### src/rtl/kprim_div_pkg.sv
// Shared types for the divide issue controller: operation and FSM state encodings,
// plus helpers that classify an operation.
package kprim_div_pkg;

   typedef enum logic [1:0] {
      DIV  = 2'd0,
      DIVU = 2'd1,
      REM  = 2'd2,
      REMU = 2'd3
   } div_op_e;

   typedef enum logic [2:0] {
      IDLE  = 3'd0,
      ISSUE = 3'd1,
      WAIT  = 3'd2,
      RESP  = 3'd3,
      DRAIN = 3'd4
   } div_state_e;

   function automatic logic is_signed(input div_op_e op);
      return (op == DIV) || (op == REM);
   endfunction

   function automatic logic is_rem(input div_op_e op);
      return (op == REM) || (op == REMU);
   endfunction

endpackage

### src/rtl/div_sign_fixup.sv
// Turns unsigned quotient/remainder magnitudes into the architectural result:
// quotient negated on sign mismatch, remainder follows the dividend sign.
module div_sign_fixup
   import kprim_div_pkg::*;
#(
   parameter int DATA_WIDTH = 32
) (
   input  logic [DATA_WIDTH-1:0] quot_u,
   input  logic [DATA_WIDTH-1:0] rem_u,
   input  logic                  sign_dividend,
   input  logic                  sign_divisor,
   input  div_op_e               op,
   output logic [DATA_WIDTH-1:0] result
);

   logic [DATA_WIDTH-1:0] quot;
   logic [DATA_WIDTH-1:0] rem;

   always_comb begin
      quot = quot_u;
      rem  = rem_u;
      if (is_signed(op) && (sign_dividend ^ sign_divisor)) begin
         quot = -quot_u;
      end
      if (is_signed(op) && sign_dividend) begin
         rem = -rem_u;
      end
      result = is_rem(op) ? rem : quot;
   end

endmodule

### src/rtl/div_issue_ctrl.sv
// Issue controller between the execute stage and an unsigned divider: takes
// DIV/DIVU/REM/REMU requests, drives the divider and returns a tagged result.
module div_issue_ctrl
   import kprim_div_pkg::*;
#(
   parameter int DATA_WIDTH = 32,
   parameter int TAG_WIDTH  = 5
) (
   input  logic                  clk,
   input  logic                  reset,
   input  logic                  req_valid_i,
   output logic                  req_ready_o,
   input  logic [1:0]            req_op_i,
   input  logic [DATA_WIDTH-1:0] rs1_i,
   input  logic [DATA_WIDTH-1:0] rs2_i,
   input  logic [TAG_WIDTH-1:0]  req_tag_i,
   input  logic                  flush_i,
   output logic                  rsp_valid_o,
   input  logic                  rsp_ready_i,
   output logic [DATA_WIDTH-1:0] rsp_data_o,
   output logic [TAG_WIDTH-1:0]  rsp_tag_o,
   output logic                  div_enable_o,
   output logic [DATA_WIDTH-1:0] dividend_o,
   output logic [DATA_WIDTH-1:0] divisor_o,
   input  logic                  div_finished_i,
   input  logic [DATA_WIDTH-1:0] result_div_i,
   input  logic [DATA_WIDTH-1:0] result_rem_i,
   output div_state_e            state_o
);

   // Handshakes: a transfer happens on a rising clk edge where valid and ready are
   // both high; valid never waits on ready, and payload is held while valid && !ready.

   localparam logic [DATA_WIDTH-1:0] MIN_VAL  = {1'b1, {(DATA_WIDTH-1){1'b0}}};
   localparam logic [DATA_WIDTH-1:0] ONES_VAL = '1;

   div_state_e            state_q, state_d;
   div_op_e               op_q, req_op;
   logic [TAG_WIDTH-1:0]  tag_q;
   logic                  sign1_q, sign2_q, fin_prev_q;
   logic [DATA_WIDTH-1:0] dividend_q, divisor_q, rsp_data_q;
   logic [TAG_WIDTH-1:0]  rsp_tag_q;
   logic                  load_req, load_rsp, accept, done;
   logic                  rs1_neg, rs2_neg, div_zero, overflow, bypass;
   logic [DATA_WIDTH-1:0] rs1_mag, rs2_mag;
   logic [DATA_WIDTH-1:0] fix_quot, fix_rem, fix_result;
   logic                  fix_s1, fix_s2;
   div_op_e               fix_op;

   assign req_op   = div_op_e'(req_op_i);
   assign accept   = (state_q == IDLE) && req_valid_i && !flush_i;
   assign rs1_neg  = is_signed(req_op) && rs1_i[DATA_WIDTH-1];
   assign rs2_neg  = is_signed(req_op) && rs2_i[DATA_WIDTH-1];
   assign rs1_mag  = rs1_neg ? -rs1_i : rs1_i;
   assign rs2_mag  = rs2_neg ? -rs2_i : rs2_i;
   assign div_zero = (rs2_i == '0);
   assign overflow = is_signed(req_op) && (rs1_i == MIN_VAL) && (rs2_i == ONES_VAL);
   assign bypass   = div_zero || overflow;
   // Edge, not level: a finish still high from a previous op must not complete this one.
   assign done     = div_finished_i && !fin_prev_q;

   // In IDLE the fixup selects the special-case result; signs forced clear so no negation.
   assign fix_quot = (state_q == IDLE) ? (div_zero ? ONES_VAL : MIN_VAL) : result_div_i;
   assign fix_rem  = (state_q == IDLE) ? (div_zero ? rs1_i : '0) : result_rem_i;
   assign fix_s1   = (state_q == IDLE) ? 1'b0 : sign1_q;
   assign fix_s2   = (state_q == IDLE) ? 1'b0 : sign2_q;
   assign fix_op   = (state_q == IDLE) ? req_op : op_q;

   div_sign_fixup #(.DATA_WIDTH(DATA_WIDTH)) u_fixup (
      .quot_u        (fix_quot),
      .rem_u         (fix_rem),
      .sign_dividend (fix_s1),
      .sign_divisor  (fix_s2),
      .op            (fix_op),
      .result        (fix_result)
   );

   always_comb begin
      state_d  = state_q;
      load_req = 1'b0;
      load_rsp = 1'b0;
      case (state_q)
         IDLE: begin
            if (accept) begin
               load_req = 1'b1;
               if (bypass) begin
                  load_rsp = 1'b1;
                  state_d  = RESP;
               end else begin
                  state_d  = ISSUE;
               end
            end
         end
         ISSUE: state_d = flush_i ? DRAIN : WAIT;
         WAIT: begin
            if (flush_i) begin
               state_d = done ? IDLE : DRAIN;
            end else if (done) begin
               load_rsp = 1'b1;
               state_d  = RESP;
            end
         end
         RESP:  if (flush_i || rsp_ready_i) state_d = IDLE;
         DRAIN: if (done) state_d = IDLE;
         default: state_d = IDLE;
      endcase
   end

   always_ff @(posedge clk) begin
      if (reset) begin
         state_q    <= IDLE;
         op_q       <= DIV;
         tag_q      <= '0;
         sign1_q    <= 1'b0;
         sign2_q    <= 1'b0;
         fin_prev_q <= 1'b0;
         dividend_q <= '0;
         divisor_q  <= '0;
         rsp_data_q <= '0;
         rsp_tag_q  <= '0;
      end else begin
         state_q    <= state_d;
         fin_prev_q <= div_finished_i;
         if (load_req) begin
            op_q       <= req_op;
            tag_q      <= req_tag_i;
            sign1_q    <= rs1_neg;
            sign2_q    <= rs2_neg;
            dividend_q <= rs1_mag;
            divisor_q  <= rs2_mag;
         end
         if (load_rsp) begin
            rsp_data_q <= fix_result;
            rsp_tag_q  <= (state_q == IDLE) ? req_tag_i : tag_q;
         end
      end
   end

   assign req_ready_o  = (state_q == IDLE);
   assign rsp_valid_o  = (state_q == RESP);
   assign div_enable_o = (state_q == ISSUE);
   assign rsp_data_o   = rsp_data_q;
   assign rsp_tag_o    = rsp_tag_q;
   assign dividend_o   = dividend_q;
   assign divisor_o    = divisor_q;
   assign state_o      = state_q;

endmodule
### config.mk
export PLATFORM = sky130hd
export DESIGN_NAME = div_issue_ctrl
export DESIGN_NICKNAME = d
export VERILOG_FILES = /design/src/rtl/kprim_div_pkg.sv /design/src/rtl/div_sign_fixup.sv /design/src/rtl/div_issue_ctrl.sv
export SDC_FILE = /design/constraint.sdc
export NUM_CORES = 1
export LEC_CHECK = 0
export CORE_UTILIZATION = 41
export DETAILED_ROUTE_END_ITERATION = 8
export PLACE_DENSITY_LB_ADDON = 0.15
export SYNTH_ARGS = -nofsm -noshare
export SYNTH_HDL_FRONTEND = slang
export SYNTH_SLANG_ARGS = --single-unit
### constraint.sdc
create_clock -name clk -period 8.9 [get_ports clk]
set_input_delay 1.335 -clock clk [delete_from_list [all_inputs] [get_ports clk]]
set_output_delay 1.335 -clock clk [all_outputs]
set_load 0.005 [all_outputs]
==> results.yml <==
power_and_ir_drop:
  irDropWorstVdd_mv: 0.1219
  combPwrFrac_pct: 28.7
  switching_share_pct: 32.96
  clock_power_share_pct: 39.1
  power_density_mw_per_mm2: 160.1
  power.internal_uw: 1180
  power_uw: 1760
  p_switching_uw: 580.1
  leakagePower_uw: 0.003651
  p_seq_share_pct: 32.2
synthesis:
  netlist_area_sq_mm: 0.007900
  yosys.area_share.simple_pct: 25.91
  yosys_most_used_dff: "dfxtp_1"
  synth_top_area_share_pct: 28.89
  ys.warnings.count: 0
  synthTopCellsByArea: "dfxtp_1, xnor2_1, nor2_1"
  synth_edf_count: 0
  ys_types: 60
  ys_async_sr_fraction_pct: 0
  synth_area_leader_cell: "dfxtp_1"
  synth.area.mux_share_pct: 0.9186
  syn_inst: 1090
  synthAdderAreaFrac_pct: 0.7919
  synth_compound_area_share_pct: 26.51
  syn_nets: 1236
  ys_seq_area_share_pct: 28.89
  synth.avg_cell_area_sq_um: 7.248
  post_synth_xor_area_fraction_pct: 11.97
  synth_top_family_by_area: "compound AO/OA/AOI/OAI gates"
  synth_seq_cells: 114
worst_setup_path:
  required_ns: 9.18
  setup.worst_path.start: "rs2_i[0]"
  ff2ff_setup_slack_ns: 4.56
  path_max_fanout: 19
  reg2reg_depth: 11
  end_kind: "flip-flop"
  cp_common_cell: "a21oi_1"
  cp.arrival_ns: 5.32
  slowest_delay_ns: 0.55
  crit_buf_inv: 3
  r2r-start: "state_o[0]$_SDFFE_PP0P_"
  crit_family: "simple AND/OR/NAND/NOR gates"
  cp_cell_sequence: "clkdlybuf4s50_1, inv_1, ha_1, or3b_2, or3_1, nor4_4, buf_4, a21oi_1, ha_1, nor3b_1, nand2_1, nor4b_2, a21oi_1, xnor2_1, a21oi_1, nor4_1, nor3_1"
  crit_end: "rsp_data_o[26]$_SDFFE_PP0P_"
  path_class: "primary input to flip-flop"
  crit_cells: 17
  timing.rr.end: "rsp_data_o[25]$_SDFFE_PP0P_"
  cp-start-kind: "primary input"
  crit_slowest_cell: "clkdlybuf4s50_1"
global_route:
  track_usage_pct: 29.23
  grt_start_max_net_pins: 92
  grt_overflow_total: 0
  grt_pass1_vias: 7975
  grt_pass1_wl_um: 44940
  grt_antenna_before_repair: 0
die:
  start_util_pct: 42.09
  die_x_um: 140.8
  die_y_um: 140.8
  dieArea_sq_mm: 0.01983
  ioPinCount: 248
  rows: 50
  core_area_sq_mm: 0.01877
timing:
  fin_ws_ns: 3.862
  rsz0062_at_grt: "false"
  tns_ns: 0
  max_freq_ghz: 0.1985
  skew_ns: 0.01061
  slew_viol_final: 0
  setup_viol: 0
  tightest_slew_ns: 1.189
  finalHoldViolCount: 0
  relSlewSlack_pct: 20.76
  timing.final.crit_share_pct: 56.61
  hold-worst-slack_ns: 0.4511
  period_needed_ns: 5.038
clock_tree:
  clock_latency_ns: 0.43
  cts_resized: 0
  cts_buffer_depth: 2
  htreeDepth: 4
  clk_pin_slew_ns: 0.06
  cts_hold_buf: 0
  cts.sinks: 114
  root_buffer: "clkbuf_16"
  numCtsBuffers: 17
  post-cts-setup-buffers: 0
  cts_tree: "done"
detailed_routing:
  routed_wl_um: 29560
  drt-pass1-iter-count: 5
  viasPerCell: 5.952
  drtIter0Drc: 819
  drc: 0
  vias: 9107
  detail-route-antenna-nets: 0
  routedWlPerCell_um: 19.32
place:
  dpl.hpwl_um: 21960
  dp_cells: 1498
  io_buffer_count: 247
  dp_slack_ns: 3.487
  place_congestion: 0.9162
finish:
  seqCellArea_sq_mm: 0.002282
  final_nets: 1429
  area_growth_pct: 39.18
  drive_gt1_share_pct: 4.630
  multi_input_area_sq_mm: 0.005238
  fillers: 1764
  diodes: 0
  finalNonFillerCells: 1530
min_path:
  hp-start: "divisor_o[30]$_SDFFE_PP0P_"
  hold_path_class: "flip-flop to flip-flop"
job:
  cap_violations: 0
status:
  outcome: "finished clean"
metal layers:
| layer | global-route usage, % | vias to the layer above | routed length, um |
|---|---|---|---|
| met5 | 0 | - | 0 |
| met2 | 43.07 | 515 | 12510 |
| li1 | - | 4376 | - |
| met3 | 5.842 | 62 | 2907 |
| met1 | 41.28 | 4154 | 13210 |
| met4 | 12.24 | 0 | 931 |
how the worst min path moves through the flow:
stage	end	slack, ns	cells past startpoint
6_report	divisor_o[30]$_SDFFE_PP0P_	0.45	2
5_1_grt	divisor_o[22]$_SDFFE_PP0P_	0.47	2
4_1_cts	divisor_o[30]$_SDFFE_PP0P_	0.45	2
3_5_place_dp	divisor_o[30]$_SDFFE_PP0P_	0.44	2
3_3_place_gp	divisor_o[26]$_SDFFE_PP0P_	0.44	2
2_1_floorplan	tag_q[0]$_SDFFE_PP0P_	0.44	2
worst reg2reg max path: stages (launching register included):
cell and delay, ns:
dfxtp_1 0.48, or3_2 0.30, buf_4 0.65, inv_2 0.24, buf_4 0.37, nor4b_1 0.70, nor4b_4 0.50, a211oi_1 0.14
a31oi_1 0.20, nor3_1 0.06, a2111oi_1 0.48, nor3_1 0.09
power by group through the flow:
stage	registers, uW	clock network (uW)	logic (uW)
6_report	566	688	506
5_1_grt	571	717	546
3_5_place_dp	577	0	496
2_1_floorplan	577	0	263
3_3_place_gp	577	0	496
4_1_cts	566	694	498
cells by family (layout without fill, tap and decap cells):
group | after synthesis | count (layout)
multiplexers | 7 | 7
AO/OA/AOI/OAI | 329 | 329
AND/OR/NAND/NOR | 427 | 427
XOR/XNOR | 108 | 108
adder cells (fa/ha/maj) | 5 | 5
flip-flops | 114 | 114
buffers and inverters | 100 | 306
layout make-up:
class | count | share of cell area, %
clock buffer | 18 | 3.903
tap | 234 | 2.663
sequential | 114 | 20.76
multi-input combinational | 876 | 47.63
clock inverter | 14 | 1.388
inverter | 19 | 0.6486
timing repair buffer | 255 | 23.01
state kept, by name, summed over array words and instances (netlist names):
signal,count
fin_prev_q,1
rsp_data_o,32
sign2_q,1
divisor_o,32
op_q,2
state_o,3
tag_q,5
rsp_tag_o,5
sign1_q,1
dividend_o,32
Yosys cell counts, types with 17 or more instances:
master and number:
a21oi_1 109, nor3_1 45, a211oi_1 66, nand2_1 99
dfxtp_1 114, xnor2_1 74, o21ai_0 52, a31oi_1 22
nor4_1 27, nor2_1 158, nand3_1 17, xor2_1 34
clkbuf_1 65, inv_1 18
cell usage in the layout (no fill, tap or decap), types with 27 or more instances in the layout:
master / instances
xor2_1: 34
a211oi_1: 66
nor2_1: 158
nand2_1: 99
a21oi_1: 108
clkdlybuf4s50_1: 246
nor3_1: 45
o21ai_0: 51
xnor2_1: 74
nor4_1: 27
dfxtp_1: 114
stage by stage:
| stage | area [sq um] | util, % |
|---|---|---|
| after floorplan | 7900 | - |
| after global placement | 10410 | 55.49 |
| after detailed placement | 10410 | 55.49 |
| after CTS | 11000 | 58.59 |
| after global routing | 11000 | 58.59 |
| final | 11000 | 58.59 |
Power figures use the tool's default switching activity.
==> RTL change 1, RTL diff (same settings) <==
`TAG_WIDTH`: 5 -> 10.
--- a/src/rtl/div_issue_ctrl.sv
+++ b/src/rtl/div_issue_ctrl.sv
@@ -6,3 +6,3 @@
    parameter int DATA_WIDTH = 32,
-   parameter int TAG_WIDTH  = 5
+   parameter int TAG_WIDTH  = 10
 ) (
Ports: changed (resized req_tag_i and rsp_tag_o); port bits go from 248 to 258. No check against the original RTL was run, so the function may have changed too.
==> RTL change 1 against the original RTL <==
- wire length increased by 0.88%
- synthesized area increased by 4.5%
- die area increased by 4.4%
- combinational power decreased by 27%
- final area increased by 4.9%
- sequential cell count increased by 10
- total power decreased by 2.9%
- setup slack got worse by 0.0046 ns
- critical path type unchanged
==> RTL change 1: results <==
[run_status]
status = complete, no violations

[worst_hold_path]
hold_end = rsp_data_o[4]
worstHoldStart = rsp_data_o[4]
hold_path_class = reg2reg

[worst_setup_path]
r2r-end = rsp_data_o[20]
arrival_ns = 5.39
regToRegSetupSlack_ns = 4.50
critical_path.max_fanout = 52
ff2ff_path_depth = 14
r2r-start = state_o[1]

[grt]
grt_pass1_wl_um = 45920
grt_max_degree = 108
grt_pass1_vias = 8670
grt.total_usage_pct = 28.72
antenna_found_initial = 3

[timing]
fin_skew_ns = 0.009124
hold_viol = 0
holdWs_ns = 0.4477
relSlewSlack_pct = 31.75

[finish]
nFillCells = 1883
drive_gt1_share_pct = 4.854
final_nets = 1477

[placement]
dp_slack_ns = 3.542
place_congestion = 0.8900
portBuffers = 257
dp_hpwl_um = 21680

[detailed_routing]
dr.pass1.iters = 5
via_per_inst = 5.844
wire_per_inst_um = 18.57
drt_iter0_drc = 728

[power]
leakagePower_nw = 3.741
peakVddDrop_uv = 129.8

[cts]
cts_resized = 0
clkLatencyLatePin_ns = 0.42
cts_setup_buffers = 0

[yosys]
syn-num-nets = 1273
ys_seq_area_share_pct = 30.07
synth_flop_cell = dfxtp_1
synth_top_area_share_pct = 30.07
async_flop_share_pct = 0
synthTopCellsByArea = dfxtp_1 (30%), nor2_1 (6.9%), xor2_1 (6.8%)
synth_cell_types = 65
synth_common_cells = nor2_1 (152), dfxtp_1 (124), nand2_1 (122)
[RTL change 1: cell types whose count changed after synthesis, moves of 12 or more]
cell     unedited run  this run
nand2_1            99       122
nor3_1             45        33
xnor2_1            74        40
a22oi_1             9        29
a21oi_1           109        93
xor2_1             34        64
[RTL change 1: area by class of cell]
type                    count  area, µm²  area share, %
diodes                      2      5.005        0.04338
clock buffers              17      425.4          3.688
clock inverters            15      200.2          1.735
inverters                   8      30.03         0.2603
multi-input cells         906       5401          46.82
flip-flops and latches    124       2482          21.52
well taps                 265      331.6          2.874
repair buffers            269       2660          23.06
[RTL change 1: cell families after synthesis]
kind of cell	synth area share (%)
compound gates	27.57
fa+ha+maj	0.7579
simple gates	25.36
xor+xnor	11.04
flops	30.07
buf+inv	4.578
mux	0.6215
[RTL change 1: metal layers]
layer | global-route usage [%] | vias to the layer above | share of wire [%]
li1 | - | 4536 | -
met4 | 9.798 | 2 | 2.3
met1 | 37.17 | 4354 | 42
met2 | 47.65 | 436 | 47
met5 | 0 | - | 0.044
met3 | 5.198 | 58 | 8.2
[RTL change 1: worst max path at each step]
stage,from,cells after the start,slack [ns],to
global route,rs2_i[0],16,3.52,rsp_data_o[20]
finish,rs2_i[0],16,3.86,rsp_data_o[20]
CTS,rs2_i[0],16,3.95,rsp_data_o[20]
detailed placement,rs2_i[0],16,3.54,rsp_data_o[20]
global placement,rs2_i[0],16,3.67,rsp_data_o[20]
floorplan,rs2_i[0],18,4.42,rsp_data_o[20]
[RTL change 1: through the flow]
step / utilization [%] / power (mW) / cell area, µm² / cells
2_1_floorplan: - / 0.7859 / 8254 / 1122
3_3_place_gp: 55.67 / 0.9714 / 10910 / 1572
3_5_place_dp: 55.67 / 0.9734 / 10910 / 1572
4_1_cts: 58.86 / 1.720 / 11530 / 1604
5_1_grt: 58.89 / 1.782 / 11540 / 1606
6_report: 58.89 / 1.709 / 11540 / 1606
[RTL change 1: worst max-delay path, stage by stage]
cell,delay [ns]
clkdlybuf4s50_1,0.55
inv_1,0.07
ha_1,0.20
nor3b_1,0.17
nor3b_2,0.19
and4_1,0.21
buf_4,0.30
a21oi_1,0.25
ha_1,0.39
nand4_1,0.27
nor4_1,0.60
a21oi_1,0.16
xor2_1,0.18
a21oi_1,0.08
o31a_1,0.27
o22ai_1,0.13
[RTL change 1: where the power goes]
part	total [mW]	internal (mW)	switching [mW]
Clock	0.743	0.451	0.291
Sequential	0.597	0.582	0.0152
Combinational	0.369	0.173	0.195
Total	1.71	1.21	0.502
==> RTL change 2, RTL diff (same flow settings) <==
Without the edit above. Make the reset (`reset`) asynchronous in one clocked block.
--- a/src/rtl/div_issue_ctrl.sv
+++ b/src/rtl/div_issue_ctrl.sv
@@ -108,3 +108,3 @@
 
-   always_ff @(posedge clk) begin
+   always_ff @(posedge clk or posedge reset) begin
       if (reset) begin
Formal check against the unedited RTL: differs if reset is asserted again (counterexample within 4 cycles, from zero or initial values and one cycle with reset high); with reset held inactive, the same outputs for 10 cycles.
==> RTL change 2 against the original RTL <==
- cell count increased by 2.0%
- clock skew fell by 0.0022 ns
- highest routed layer unchanged
- synthesized area is 5.4% higher
- final area up 4.7%
- die area grew 5.3%
- setup slack got worse by 1.2 ns
- via count is essentially flat
- wire length grew 3.9%
- sequential cell count stayed put
Power is not compared: it rests on default switching activity, and its combinational part moved more than twofold at a synthesized area within 25%.
==> RTL change 2: results <==
[run_status]
status = complete, no violations

[worst_setup_path]
arrival_ns = 6.51
crit_family = simple AND/OR/NAND/NOR gates
slowest_delay_ns = 0.97
slowest_stage = nor4bb_4
critical_path.max_fanout = 15
ff2ff_path_depth = 16

[timing]
worst_pin_slew_ns = 0.9981
fin_skew_ns = 0.008445

[cts]
clkLatencyLatePin_ns = 0.42
cts_buffer_depth = 2
cts-root-buf = clkbuf_16
cts_setup_buffers = 0
cts_resized = 0
numCtsBuffers = 17
clk_pin_slew_ns = 0.06
htree_levels = 4

[power]
swShare_pct = 40.36
peakVddDrop_uv = 158.4
leakagePower_nw = 4.381

[placement]
dp_hpwl_um = 22980
portBuffers = 247
place_congestion = 0.9369

[worst_hold_path]
hold_depth = 2
hold_path_class = reg2reg

[yosys]
synth_common_cells = nand2_1 (157), o21ai_0 (125), dfrtp_1 (114)
ys_seq_area_share_pct = 34.26
yosys.cell_count.top_type = nand2_1
async_flop_share_pct = 100.0
yosys_warnings = 0
synth_cell_types = 66
syn-num-nets = 1223
synthTopCellsByArea = dfrtp_1 (34%), o21ai_0 (7.5%), nand2_1 (7.1%)

[detailed_routing]
dr.pass1.iters = 5
via_per_inst = 5.838
drt_iter0_drc = 815
wl_um = 30730

[finish]
final_nets = 1430
diodes = 0
drive_gt1_share_pct = 5.170

[grt]
grt_pass1_vias = 8528
grt_pass1_wl_um = 47670
grt_max_degree = 98
antenna_found_initial = 0
grt.total_usage_pct = 30.20
==> RTL change 2: cell types whose count changed after synthesis, sizes merged, moves of 41 or more <==
cell	delta
dfrtp	+114
dfxtp	-114
o21ai	+78
nand2	+58
a211oi	-55
nor2	-52
a21oi	-41
==> RTL change 2: worst paths after layout <==
check / from / to / slack, ns
min in group asynchronous: reset / divisor_o[13] / 1.37
max in group asynchronous: reset / rsp_data_o[4] / 6.18
hold reg to reg: dividend_o[13] / dividend_o[13] / 0.47
setup / recovery: rs2_i[1] / rsp_data_o[18] / 2.71
setup reg to reg: state_o[0] / rsp_data_o[18] / 3.71
hold / removal: dividend_o[13] / dividend_o[13] / 0.47
==> RTL change 2: logic make-up (layout without fill, tap and decap cells) <==
| group | Yosys count | after routing | share of synthesized area (%) |
|---|---|---|---|
| xor gates and xnor gates | 108 | 108 | 11.36 |
| adders and majority gates | 5 | 5 | 0.7513 |
| buffers and inverters | 85 | 304 | 3.982 |
| DFF | 114 | 114 | 34.26 |
| muxes | 11 | 11 | 1.428 |
| AOI/OAI and AO/OA | 322 | 322 | 23.38 |
| and+or+nand+nor | 432 | 432 | 24.84 |
==> RTL change 2: worst min-delay path, cell delays in order, from the launching register on <==
cell	delay, ns
dfrtp_1	0.33
nand2_1	0.05
o21ai_0	0.06
==> RTL change 2: power groups by stage <==
stage	Clock, mW	Combinational [mW]	Sequential (mW)
2_1_floorplan	0	0.938	0.901
3_3_place_gp	0	1.74	0.918
3_5_place_dp	0	1.76	0.920
4_1_cts	0.650	1.77	0.917
5_1_grt	0.676	1.95	0.946
6_report	0.645	1.78	0.917
==> RTL change 2: layout make-up <==
type	instances	area [µm²]
fillers	1893	8139
multi-input cells	878	5166
flip-flops and latches	114	2853
repair buffers	259	2562
clock buffers	21	460.4
well taps	265	331.6
clock inverters	10	86.33
inverters	14	55.05
==> RTL change 2: layer usage <==
| layer | wire (µm) | vias up | global-route usage [%] |
|---|---|---|---|
| li1 | - | 4329 | - |
| met1 | 13620 | 4297 | 43.49 |
| met2 | 13650 | 430 | 44.69 |
| met3 | 2688 | 57 | 5.728 |
| met4 | 771 | 0 | 10.69 |
| met5 | 0 | - | 0 |
==> RTL change 2: through the flow <==
stage          cells  instance area [µm²]  power [mW]  util [%]  worst slack, ns
2_1_floorplan   1077                 8327       1.839         -            3.941
3_3_place_gp    1530                10970       2.656     55.81            2.638
3_5_place_dp    1530                10970       2.683     55.81            2.467
4_1_cts         1561                11510       3.339     58.59            2.863
5_1_grt         1561                11510       3.576     58.59            2.420
6_report        1561                11510       3.345     58.59            2.705
